===== src/rtl/multicycle_ctrl.sv =====
// multicycle_ctrl -- control FSM for the multicycle RV32I core.
//
// Sequences FETCH -> DECODE -> EXEC [-> MEM | BRANCH] -> FETCH and drives the
// datapath selects/enables. The datapath, ALU, immgen and register file are
// external; this block only decides what happens in each cycle.
//
// Ports:
//   CLK, RES_N     clock, asynchronous active-low reset
//   INSTR          IR contents (valid from the cycle after IR_WE)
//   MEM_READY      memory accepts/completes the current request
//   BR_TAKEN       ALU compare result, sampled in EXEC of a branch
//   IMM_MODE       immgen mode (IMM_* codes)
//   ALU_A_SEL      0 RS1, 1 PC, 2 OLD_PC, 3 zero
//   ALU_B_SEL      0 RS2, 1 IMM
//   ALU_OP_SEL     0 ADD, 1 funct3/funct7, 2 branch compare
//   MEM_REQ/MEM_WE/MEM_ADDR_SEL  memory handshake, store flag, 0 PC / 1 ALU
//   IR_WE, PC_WE, REG_WE, WB_SEL  architectural write enables, rd source
//   TRAP           illegal-instruction halt
//   STATE          FSM state for debug
module multicycle_ctrl #(
    parameter int unsigned RESET_STALL = 0
) (
    input  logic        CLK,
    input  logic        RES_N,
    input  logic [31:0] INSTR,
    input  logic        MEM_READY,
    input  logic        BR_TAKEN,
    output logic [2:0]  IMM_MODE,
    output logic [1:0]  ALU_A_SEL,
    output logic        ALU_B_SEL,
    output logic [1:0]  ALU_OP_SEL,
    output logic        MEM_REQ,
    output logic        MEM_WE,
    output logic        MEM_ADDR_SEL,
    output logic        IR_WE,
    output logic        PC_WE,
    output logic        REG_WE,
    output logic [1:0]  WB_SEL,
    output logic        TRAP,
    output logic [2:0]  STATE
);

    // immgen mode codes, same encoding as the IMM_* defines of the core
    localparam logic [2:0] IMM_ZERO    = 3'd0;
    localparam logic [2:0] IMM_I       = 3'd1;
    localparam logic [2:0] IMM_S       = 3'd2;
    localparam logic [2:0] IMM_B       = 3'd3;
    localparam logic [2:0] IMM_U       = 3'd4;
    localparam logic [2:0] IMM_J       = 3'd5;
    localparam logic [2:0] IMM_CONST_4 = 3'd6;

    localparam logic [1:0] A_RS1   = 2'd0;
    localparam logic [1:0] A_PC    = 2'd1;
    localparam logic [1:0] A_OLDPC = 2'd2;
    localparam logic [1:0] A_ZERO  = 2'd3;

    localparam logic [1:0] OP_ADD   = 2'd0;
    localparam logic [1:0] OP_FUNCT = 2'd1;
    localparam logic [1:0] OP_BR    = 2'd2;

    localparam logic [1:0] WB_ALU = 2'd0;
    localparam logic [1:0] WB_MEM = 2'd1;
    localparam logic [1:0] WB_PC  = 2'd2;

    typedef enum logic [2:0] {
        S_STALL  = 3'd0,
        S_FETCH  = 3'd1,
        S_DECODE = 3'd2,
        S_EXEC   = 3'd3,
        S_MEM    = 3'd4,
        S_BRANCH = 3'd5,
        S_TRAP   = 3'd6
    } state_t;

    typedef enum logic [3:0] {
        C_LUI, C_AUIPC, C_JAL, C_JALR, C_BRANCH, C_LOAD,
        C_STORE, C_OPIMM, C_OP, C_FENCE, C_ILL
    } cls_t;

    localparam state_t     RST_STATE  = (RESET_STALL > 0) ? S_STALL : S_FETCH;
    localparam logic [3:0] STALL_LAST = 4'((RESET_STALL > 0) ? RESET_STALL - 1 : 0);

    function automatic cls_t decode(input logic [6:0] opc);
        case (opc)
            7'b0110111: return C_LUI;
            7'b0010111: return C_AUIPC;
            7'b1101111: return C_JAL;
            7'b1100111: return C_JALR;
            7'b1100011: return C_BRANCH;
            7'b0000011: return C_LOAD;
            7'b0100011: return C_STORE;
            7'b0010011: return C_OPIMM;
            7'b0110011: return C_OP;
            7'b0001111: return C_FENCE;
            default:    return C_ILL;   // includes SYSTEM and INSTR[1:0]!=2'b11
        endcase
    endfunction

    function automatic logic [2:0] imm_of(input cls_t c);
        case (c)
            C_LUI, C_AUIPC:         return IMM_U;
            C_JAL:                  return IMM_J;
            C_JALR, C_LOAD, C_OPIMM: return IMM_I;
            C_STORE:                return IMM_S;
            C_BRANCH:               return IMM_B;
            default:                return IMM_ZERO;
        endcase
    endfunction

    state_t     state, state_nxt;
    cls_t       cls, dec_cls;
    logic [3:0] stall_cnt;
    logic       br_flag;

    // only the opcode field steers sequencing
    logic instr_unused;
    assign instr_unused = ^INSTR[31:7];

    always_ff @(posedge CLK or negedge RES_N) begin
        if (!RES_N) begin
            state     <= RST_STATE;
            stall_cnt <= '0;
            cls       <= C_FENCE;
            br_flag   <= 1'b0;
        end else begin
            state <= state_nxt;
            if (state == S_STALL)
                stall_cnt <= stall_cnt + 4'd1;
            if (state == S_DECODE)
                cls <= dec_cls;
            if (state == S_EXEC && cls == C_BRANCH)
                br_flag <= BR_TAKEN;
        end
    end

    // ALU operand/op setup of the latched class; shared by EXEC and MEM so the
    // effective address stays stable while memory is waiting
    logic [1:0] cls_a, cls_op;
    logic       cls_b;
    logic [2:0] cls_imm;

    always_comb begin
        cls_a   = A_RS1;
        cls_b   = 1'b0;
        cls_op  = OP_ADD;
        cls_imm = imm_of(cls);
        case (cls)
            C_OP:                    cls_op = OP_FUNCT;
            C_OPIMM:                 begin cls_b = 1'b1; cls_op = OP_FUNCT; end
            C_LUI:                   begin cls_a = A_ZERO;  cls_b = 1'b1; end
            C_AUIPC, C_JAL:          begin cls_a = A_OLDPC; cls_b = 1'b1; end
            C_JALR, C_LOAD, C_STORE: cls_b = 1'b1;
            C_BRANCH:                cls_op = OP_BR;
            default:                 ;
        endcase
    end

    always_comb begin
        state_nxt    = state;
        dec_cls      = decode(INSTR[6:0]);
        IMM_MODE     = IMM_ZERO;
        ALU_A_SEL    = A_RS1;
        ALU_B_SEL    = 1'b0;
        ALU_OP_SEL   = OP_ADD;
        MEM_REQ      = 1'b0;
        MEM_WE       = 1'b0;
        MEM_ADDR_SEL = 1'b0;
        IR_WE        = 1'b0;
        PC_WE        = 1'b0;
        REG_WE       = 1'b0;
        WB_SEL       = WB_ALU;
        TRAP         = 1'b0;

        case (state)
            S_STALL: begin
                if (stall_cnt == STALL_LAST)
                    state_nxt = S_FETCH;
            end
            S_FETCH: begin
                MEM_REQ = 1'b1;
                if (MEM_READY) begin
                    // PC <= PC + 4 in the same cycle the IR is loaded
                    IR_WE      = 1'b1;
                    PC_WE      = 1'b1;
                    ALU_A_SEL  = A_PC;
                    ALU_B_SEL  = 1'b1;
                    IMM_MODE   = IMM_CONST_4;
                    state_nxt  = S_DECODE;
                end
            end
            S_DECODE: begin
                IMM_MODE  = imm_of(dec_cls);
                state_nxt = (dec_cls == C_ILL) ? S_TRAP : S_EXEC;
            end
            S_EXEC: begin
                IMM_MODE   = cls_imm;
                ALU_A_SEL  = cls_a;
                ALU_B_SEL  = cls_b;
                ALU_OP_SEL = cls_op;
                state_nxt  = S_FETCH;
                case (cls)
                    C_OP, C_OPIMM, C_LUI, C_AUIPC: REG_WE = 1'b1;
                    C_JAL, C_JALR: begin
                        // ALU computes the target; rd takes the already
                        // incremented PC (OLD_PC+4)
                        PC_WE  = 1'b1;
                        REG_WE = 1'b1;
                        WB_SEL = WB_PC;
                    end
                    C_BRANCH:        state_nxt = S_BRANCH;
                    C_LOAD, C_STORE: state_nxt = S_MEM;
                    default:         ;
                endcase
            end
            S_MEM: begin
                IMM_MODE     = cls_imm;
                ALU_A_SEL    = cls_a;
                ALU_B_SEL    = cls_b;
                ALU_OP_SEL   = cls_op;
                MEM_REQ      = 1'b1;
                MEM_ADDR_SEL = 1'b1;
                MEM_WE       = (cls == C_STORE);
                if (MEM_READY) begin
                    if (cls == C_LOAD) begin
                        REG_WE = 1'b1;
                        WB_SEL = WB_MEM;
                    end
                    state_nxt = S_FETCH;
                end
            end
            S_BRANCH: begin
                IMM_MODE  = IMM_B;
                ALU_A_SEL = A_OLDPC;
                ALU_B_SEL = 1'b1;
                PC_WE     = br_flag;
                state_nxt = S_FETCH;
            end
            S_TRAP: begin
                TRAP = 1'b1;
            end
            default: state_nxt = S_TRAP;
        endcase

        // Reset must kill an outstanding request at once, not at the next
        // edge, so every output is forced idle while RES_N is low.
        if (!RES_N) begin
            IMM_MODE     = IMM_ZERO;
            ALU_A_SEL    = A_RS1;
            ALU_B_SEL    = 1'b0;
            ALU_OP_SEL   = OP_ADD;
            MEM_REQ      = 1'b0;
            MEM_WE       = 1'b0;
            MEM_ADDR_SEL = 1'b0;
            IR_WE        = 1'b0;
            PC_WE        = 1'b0;
            REG_WE       = 1'b0;
            WB_SEL       = WB_ALU;
            TRAP         = 1'b0;
        end
    end

    assign STATE = state;

endmodule


===== config.mk =====
export PLATFORM = sky130hd
export DESIGN_NAME = multicycle_ctrl
export DESIGN_NICKNAME = d
export VERILOG_FILES = /design/src/rtl/multicycle_ctrl.sv
export SDC_FILE = /design/constraint.sdc
export NUM_CORES = 1
export LEC_CHECK = 0
export CAP_MARGIN = 40
export CORE_UTILIZATION = 42
export CTS_CLUSTER_DIAMETER = 50
export DETAILED_ROUTE_END_ITERATION = 10
export PLACE_DENSITY = 0.84
export RECOVER_POWER = 25
export SYNTH_ARGS = -nofsm -noshare
export SYNTH_HDL_FRONTEND = slang
export SYNTH_SLANG_ARGS = --single-unit

===== constraint.sdc =====
create_clock -name CLK -period 1.71 [get_ports CLK]
set_input_delay 0.171 -clock CLK [delete_from_list [all_inputs] [get_ports CLK]]
set_output_delay 0.171 -clock CLK [all_outputs]
set_load 0.02 [all_outputs]

## Yosys cells after proc, flatten, opt, wreduce, memory -nomap -nowiden

Memory sizes are Yosys's and may differ from the RTL's.
Cells that the tools add are included.

- Add/sub/neg operators: 1
- Equal/unequal tests: 28
- Muxes and demuxes: 46
- Bitwise operators: 1
- Reduce and logical (&&, ||, !) cells: 13

Operators by type and width:

| operator | number |
|---|---|
| $pmux 4 s10 | 1 |
| $mux 3 | 8 |
| $mux 1 | 22 |
| $eq 7x6->1 const B | 3 |
| $eq 7x7->1 const B | 3 |
| $pmux 3 s7 | 1 |
| $eq 4x3->1 const B | 4 |
| $eq 7x5->1 const B | 2 |
| $pmux 2 s2 | 3 |
| $pmux 3 s4 | 1 |
| $reduce_or 2->1 | 6 |
| $mux 2 | 5 |
| $eq 3x3->1 const B | 3 |
| $eq 4x2->1 const B | 2 |
| $eq 4x4->1 const B | 2 |
| $logic_not 4->1 | 2 |
| $eq 7x2->1 const B | 1 |
| $eq 7x4->1 const B | 1 |
| $reduce_or 7->1 | 1 |
| $eq 3x2->1 const B | 2 |
| $pmux 1 s3 | 2 |
| $pmux 2 s3 | 1 |
| $pmux 3 s2 | 1 |
| $reduce_or 6->1 | 1 |
| other kinds (10) | 11 |

- Flip-flop bits (word level): 12
- Memory bits (read-only): 48
- Input bits: 36
- Output and inout bits: 20
- Word-level logic and storage cells: 95
- Memories: 2

Memories:

| memory | depth | bits a word | read ports | clocked after memory_dff | wr ports | line | text |
|---|---|---|---|---|---|---|---|
| (no name shown) | 8 | 3 | 1 | 0 | 0 | 100 | `case (c)` |
| (no name shown) | 8 | 3 | 1 | 0 | 0 | 100 |  |

## Logic depth before layout (Yosys ltp)

Gate-level depths: netlist of the first run.
An unclocked memory read counts as a cell.

- Depth after elaboration: 6
- Mapped depth: 5

## Worst setup path after synthesis of the first run

No wires, ideal clock.

- Path kind: register -> output
- From: reg state[0] (netlist: STATE[0])
- To: out ALU_OP_SEL[1]
- Arrival: 1.581 ns
- Data required time: 1.539 ns
- Setup slack: -0.042 ns
- Stages on the path, launching flop included: 6
- Cell sequence: dfstp_2 > buf_4 > and3b_4 > a21o_1 > nand2_1 > nor4_2

- Word-level cells in the longest chain between the ends: 4
- Elaborated cells on any way between the ends: 5
- Classes of those cells: eq/ne: 2; mux: 2; reduce/logical: 1

Ends and longest elaborated chain:

| what | line | text |
|---|---|---|
| start: declaration | 110 | `state_t state, state_nxt;` |
| start signal: assignment | 126 | `state <= state_nxt;` |
| $eq 3x2->1 / $eq 3x3->1 (equally long branches) | 174 | `case (state)` |
| $reduce_or 2->1 (no line) * | - |  |
| $mux 2 * | 174 |  |
| $mux 2 * | 246 | `if (!RES_N) begin` |
| end: declaration | 31 | `output logic [1:0] ALU_OP_SEL,` |

Mark *: on every way between the ends. The rest lies on a longest branch, timed or not.

## Worst setup path in the final report of the first run

- From: reg state[2] (netlist: STATE[2])
- To: out IMM_MODE[1]

- Word-level cells in the longest chain between the ends: 4
- Elaborated cells on any way between the ends: 8
- Classes of those cells: eq/ne: 5; mux: 2; reduce/logical: 1

Ends and longest elaborated chain:

| what | line | text |
|---|---|---|
| $eq 3x2->1 / $eq 3x3->1 (equally long branches) | 174 |  |
| $reduce_or 2->1 (no line) | - |  |
| $pmux 3 s4 * | 174 |  |
| $mux 3 * | 246 |  |
| end: declaration | 28 | `output logic [2:0] IMM_MODE,` |

Marks and branches as above.

==> results of run 1 <==
## state kept, by name (all words and copies together), names as in the netlist
name       cells
cls            4
stall_cnt      4
STATE          3
br_flag        1
## worst max path at each step
stage,start,endpoint,slack (ns),cells after the start
after detailed placement,INSTR[3],IMM_MODE[0],-0.62,6
after floorplan,STATE[0],IMM_MODE[0],0.005,4
final,STATE[2],IMM_MODE[1],-0.19,5
after global placement,INSTR[3],IMM_MODE[0],-0.48,6
after global routing,STATE[0],ALU_A_SEL[1],-0.26,6
after CTS,cls[0],REG_WE,-0.17,5
## power groups by stage
stage / clock network, mW / logic (mW) / registers, mW
after floorplan: 0 / 1.04 / 0.539
after global placement: 0 / 1.83 / 0.540
after detailed placement: 0 / 1.90 / 0.549
after CTS: 0.233 / 1.95 / 0.549
after global routing: 0.247 / 2.22 / 0.577
final: 0.234 / 2.08 / 0.563
## per-stage QoR
step	power [mW]	util [%]	setup slack [ns]	cells	hold WS, ns
2_1_floorplan	1.58	-	0.00548	156	-0.125
3_3_place_gp	2.36	70.5	-0.481	261	0.462
3_5_place_dp	2.45	70.5	-0.621	261	0.505
4_1_cts	2.73	72.0	-0.167	267	0.259
5_1_grt	3.04	74.3	-0.259	268	0.350
6_report	2.87	74.3	-0.190	268	0.338
## cells by family (layout without fill, tap and decap cells)
kind of cell             count (synthesis)  in the layout  synth area share, %
AND/OR/NAND/NOR                         76             76                 36.8
adder cells (fa/ha/maj)                  2              2                 1.93
multiplexers                             3              3                 2.80
buffers and inverters                   17             98                 7.25
XOR/XNOR                                 6              6                 4.06
flip-flops                              12             12                 23.5
AO/OA/AOI/OAI                           40             40                 23.6
## metal layers
metal | part of all wire [%] | track usage (%) | vias up
li1 | - | - | 736
met1 | 41 | 29.7 | 729
met2 | 53 | 49.5 | 48
met3 | 4.2 | 3.40 | 13
met4 | 1.9 | 8.71 | 0
met5 | 0 | 0 | -
## Yosys cell counts (3+ instances only)
library cell	number
nor2_1	15
nand2_1	13
dfrtp_1	9
o21ai_0	7
buf_2	6
nand2b_1	5
nand3_1	5
nor3_1	5
a21o_1	4
and3_1	4
buf_4	4
inv_1	4
xnor2_1	4
a31oi_1	3
and2_1	3
dfstp_2	3
nor2b_1	3
o211ai_1	3
## cell type report
cell class / instances / area, sq um
fillers: 205 / 728
inverters: 5 / 18.8
clock buffers: 4 / 36.3
flip-flops and latches: 12 / 304
multi-input cells: 127 / 977
repair buffers: 89 / 726
well taps: 31 / 38.8
## critical path: stages (launching register included)
cell      delay [ns]
dfrtp_1         0.43
buf_6           0.16
o211ai_1        0.36
o31ai_2         0.14
a32o_1          0.24
buf_6           0.13
## repair_timing
action | CTS | global route
resized for setup | 93 | 25
buffers inserted | 2 | 1
pin swaps | 6 | 8
setup endpoints to repair | 18 | 16
cloned | 0 | 0
==> key figures, run 1 <==
Outcome
  – Status: finished with violations
  – Failing checks: design-rule violations, negative setup slack

Route
  – Routed WL: 4190 um
  – Avg WL per Cell: 15.6 um
  – 1st-iter DRT viols: 46
  – DRC viols: 4
  – DRT antenna net count: 0
  – Via-per-instance ratio: 5.69
  – Drt first pass iters: 7
  – Vias: 1526

Place
  – Port buffer count: 30
  – DP HPWL: 3190 um
  – Placed inst area: 1990 sq um
  – Placer Congestion: 0.851

Yosys
  – Synthesis warning total: 0
  – Leading area contributor after synthesis: dfrtp_1
  – Mapped cell area: 1290 sq um
  – Top cells by area, synth: dfrtp_1, dfstp_2, nor2_1, nand2_1, o21ai_0
  – Synth Area per Inst: 8.29 sq um
  – FF+latch count, synth: 12
  – EDFF count, synth: 0
  – Synth Net Count: 194
  – Ys flop type: dfrtp_1
  – Seq/Total Area, Yosys: 23.5%
  – Top-area cell type share of the netlist area: 17.4%
  – Mapped Cells: 156
  – Async set-reset flop share out of synthesis: 100%
  – Yosys cell types: 63

Timing
  – Setup ws final: -0.190 ns
  – Maximum clock rate: 0.526 GHz
  – Setup violators final: 12
  – Max Slew Vio Count: 0
  – Period minus WS final: 1.90 ns
  – Final hold viol count: 0
  – Max-slew headroom: 73.6%
  – RSZ-0062 raised after global routing: true
  – Total negative slack: -1.34 ns
  – Worst-Margin Slew: 0.395 ns
  – Setup Skew: 0.00492 ns
  – Fin crit share: 111%

Setup path
  – Worst Path Arrival: 1.73 ns
  – CP Launch Type: flip-flop
  – R2R Path End: STATE[0]
  – Reg-to-reg slack, setup: 0.03 ns
  – Worst R2R Path Depth: 5
  – FF-to-FF Start: cls[3]
  – Worst endpoint required time: 1.54 ns
  – Top fanout value on the critical path: 5
  – CP endpoint kind: primary output
  – Crit path kind: reg -> out

Floorplan
  – Die H: 57.5 um
  – Initial Util: 45.7%
  – Row count: 19
  – Core ar.: 2830 sq um
  – Die ar.: 3310 sq um
  – # IOs: 56
  – Die Width: 57.5 um

Worst hold path
  – Min-delay worst type: in -> async

Pwr
  – Power per cell area: 1370 nW/um^2
  – Clk pwr share: 8.2%
  – Switching share of power: 44.0%
  – P_sw: 1.26 mW
  – Combinational share of power: 72.3%
  – Cell Int Power: 1.61 mW
  – Part of the power in registers: 19.6%
  – Lkg Pwr: 0.965 nW
  – VDD IR max: 1.13 mV

Finish
  – P&R area growth vs syn: 62.4%
  – Most frequent cells in the layout: buf_4, nor2_1, nand2_1
  – Post-route cell area: 2100 sq um
  – Commonest non-fill, non-tap cell in the layout: buf_4
  – NumNets Final: 276
  – # diodes: 0
  – Ratio of cells with drive above 1 in the final layout: 48.5%

Clock network
  – Post-CTS Hold Buffers: 0
  – Clock root cell: clkbuf_4
  – H-tree level count: 1
  – CTS sink cnt: 12
  – Clock buffer depth: 2
  – TritonCTS Buffers: 3
  – CTS tree: built
  – Clk_lat worst skew: 0.28 ns
  – Clock-pin transition on the worst setup and hold timing paths: 0.09 ns

Global route
  – First-pass GRT wire length: 6690 um
  – Vias in the first global route: 1556
  – Gr usage total: 26.1%
  – Pin count of the biggest net entering global routing: 11
  – Initial antenna violation count: 0
  – Total congestion overflow: 0

Flow run
  – Max_cap viols: 0
Note: power is estimated with default switching activity, not from simulation.
==> run 2, diff against run 1 <==
- ABC_AREA: not set -> 1
- CORE_UTILIZATION: 42 -> 45
- DONT_BUFFER_PORTS: not set -> 1
- PLACE_DENSITY: 0.84 -> 0.66
- clock period: 1.71 -> 1.7 ns (I/O delays scaled with it)
==> key figures, run 2 <==
Finish
  – Post-route cell area: 1590 sq um
  – # diodes: 0
  – Commonest non-fill, non-tap cell in the layout: nand2_1
  – Ratio of cells with drive above 1 in the final layout: 36.8%
  – P&R area growth vs syn: 39.5%
  – Most frequent cells in the layout: nand2_1, buf_4, inv_1
  – NumNets Final: 259
  – Fin util: 69.2%

Route
  – Via-per-instance ratio: 5.28
  – Metal-1 WL: 1240 um
  – Met3 WL post-DR: 165 um
  – Met2 WL: 1610 um
  – Top Metal Used: met4
  – 1st-iter DRT viols: 36
  – Avg WL per Cell: 12.4 um
  – Drt first pass iters: 4
  – DRC viols: 0
  – Vias: 1309
  – Routed WL: 3090 um
  – DRT antenna net count: 0

Clock network
  – TritonCTS Buffers: 3
  – CTS sink cnt: 12
  – Clock-pin transition on the worst setup and hold timing paths: 0.09 ns
  – Clock root cell: clkbuf_4
  – Clk_lat worst skew: 0.28 ns
  – Clock buffer depth: 2
  – CTS tree: built
  – H-tree level count: 1

Pwr
  – Switching share of power: 49.6%
  – Combinational share of power: 66.5%
  – Power per cell area: 1490 nW/um^2
  – Cell Int Power: 1.20 mW
  – Clk pwr share: 10.0%
  – P_sw: 1.18 mW
  – VDD IR max: 1.13 mV
  – Lkg Pwr: 0.785 nW
  – Part of the power in registers: 23.5%

Floorplan
  – Die ar.: 2740 sq um
  – Initial Util: 49.6%
  – Core ar.: 2300 sq um
  – # IOs: 56
  – Die Width: 52.3 um
  – Die H: 52.3 um
  – Row count: 17

Timing
  – Period minus WS final: 1.85 ns
  – RSZ-0062 raised after global routing: true
  – Setup ws final: -0.152 ns
  – Final hold viol count: 12
  – Worst-Margin Slew: 0.493 ns
  – Hold slack: -0.431 ns
  – Fin crit share: 109%
  – Max-slew headroom: 67.1%
  – Setup violators final: 15
  – Maximum clock rate: 0.540 GHz
  – Setup Skew: 0.00764 ns
  – Max Slew Vio Count: 0

Yosys
  – Yosys cell types: 30
  – Synthesis warning total: 0
  – EDFF count, synth: 0
  – Mapped Cells: 182
  – Seq/Total Area, Yosys: 26.7%
  – Mapped cell area: 1140 sq um
  – FF+latch count, synth: 12
  – Top cells by area, synth: dfrtp_1, nand2_1, inv_1, nor2_1, dfstp_2
  – Top cells by count, synth: nand2_1, inv_1, nor2_1, a21oi_1, nand3_1
  – Top-area cell type share of the netlist area: 19.8%
  – Ys flop type: dfrtp_1
  – Leading area contributor after synthesis: dfrtp_1
  – Synth Area per Inst: 6.26 sq um
  – Most common cell in the netlist: nand2_1
  – Async set-reset flop share out of synthesis: 100%
  – Synth Net Count: 220

Setup path
  – Crit path buffers/inverters: 3
  – Worst path slowest cell: dfstp_2
  – CP Launch Type: flip-flop
  – Crit path largest cell delay: 0.60 ns
  – Top delay family on crit path: flip-flops
  – Top fanout value on the critical path: 5
  – Cell chain of the critical path: nand2_4 > nor2_4 > inv_2 > nor2_4 > inv_4 > a21oi_1 > buf_4
  – CP endpoint kind: primary output
  – Most used cell, CP: nor2_4
  – Worst Path Arrival: 1.68 ns
  – Crit path kind: reg -> out
  – Worst endpoint required time: 1.53 ns

Global route
  – Gr usage total: 24.7%
  – Total congestion overflow: 0
  – Pin count of the biggest net entering global routing: 15
  – Initial antenna violation count: 0
  – First-pass GRT wire length: 4860 um
  – Vias in the first global route: 1176

Worst hold path
  – Min-delay worst type: in -> async

Outcome
  – Status: finished with violations
  – Failing checks: negative hold slack, negative setup slack

Flow run
  – Max_cap viols: 0

Place
  – Placed inst area: 1370 sq um
  – Port buffer count: 0
  – DP HPWL: 2310 um
  – Placer Congestion: 0.904
[run 2: area by class of cell]
cell class	count	area, sq um
fill	205	707
inverter	37	144
timing repair buffer	35	267
multi-input combinational	132	803
sequential	12	305
clock buffer	4	36.3
tap	28	35.0
[run 2: path summary, 6_finish.rpt]
kind                              startpoint            to  slack, ns  cells after the start
worst max-delay path                STATE[0]  ALU_A_SEL[0]      -0.15                      7
worst min-delay path                   RES_N       br_flag      -0.43                      0
worst max register to register      STATE[2]      STATE[2]       0.04                     12
worst min register to register  stall_cnt[3]  stall_cnt[3]       0.48                      1
max in group asynchronous              RES_N        cls[3]       1.95                      0
min in group CLK                    BR_TAKEN       br_flag       0.03                      1
[run 2: logic make-up (layout without fill, tap and decap cells)]
logic type / count (synthesis) / after routing / synth area share, %
flip-flops: 12 / 12 / 26.7
adder cells (fa/ha/maj): 2 / 2 / 2.20
XOR/XNOR: 3 / 3 / 2.31
AO/OA/AOI/OAI: 30 / 30 / 15.5
AND/OR/NAND/NOR: 96 / 96 / 39.8
buffers and inverters: 38 / 76 / 12.5
multiplexers: 1 / 1 / 0.988
[run 2: power groups by stage]
stage / registers [mW] / logic (mW) / clock network, mW
3_5_place_dp: 0.532 / 1.26 / 0
6_report: 0.559 / 1.58 / 0.238
5_1_grt: 0.572 / 1.73 / 0.261
2_1_floorplan: 0.586 / 0.813 / 0
4_1_cts: 0.544 / 1.46 / 0.242
3_3_place_gp: 0.526 / 1.24 / 0
[run 2: repair_timing]
action                                  CTS  global route
endpoints found under the setup margin   15            18
resized for setup                        23             8
buffers inserted                          7             4
endpoints found under the hold margin    12            12
pin swaps                                 9             6
[run 2: layer usage]
metal  global-route usage (%)  vias up
li1                         -      656
met1                     25.8      608
met2                     45.4       39
met3                     5.22        6
met4                     13.2        0
met5                        0        -
[run 2: through the flow]
stage               total power [mW]  hold WS [ns]  TNS [ns]  std cells  setup WS [ns]
floorplan                       1.40        -0.126  -0.00298        182       -0.00298
global placement                1.77        -0.125         0        233          0.115
detailed placement              1.79        -0.125         0        233         0.0908
CTS                             2.25        -0.436     -1.10        244         -0.133
global route                    2.56        -0.450     -2.83        248         -0.251
finish                          2.38        -0.431     -1.39        248         -0.152
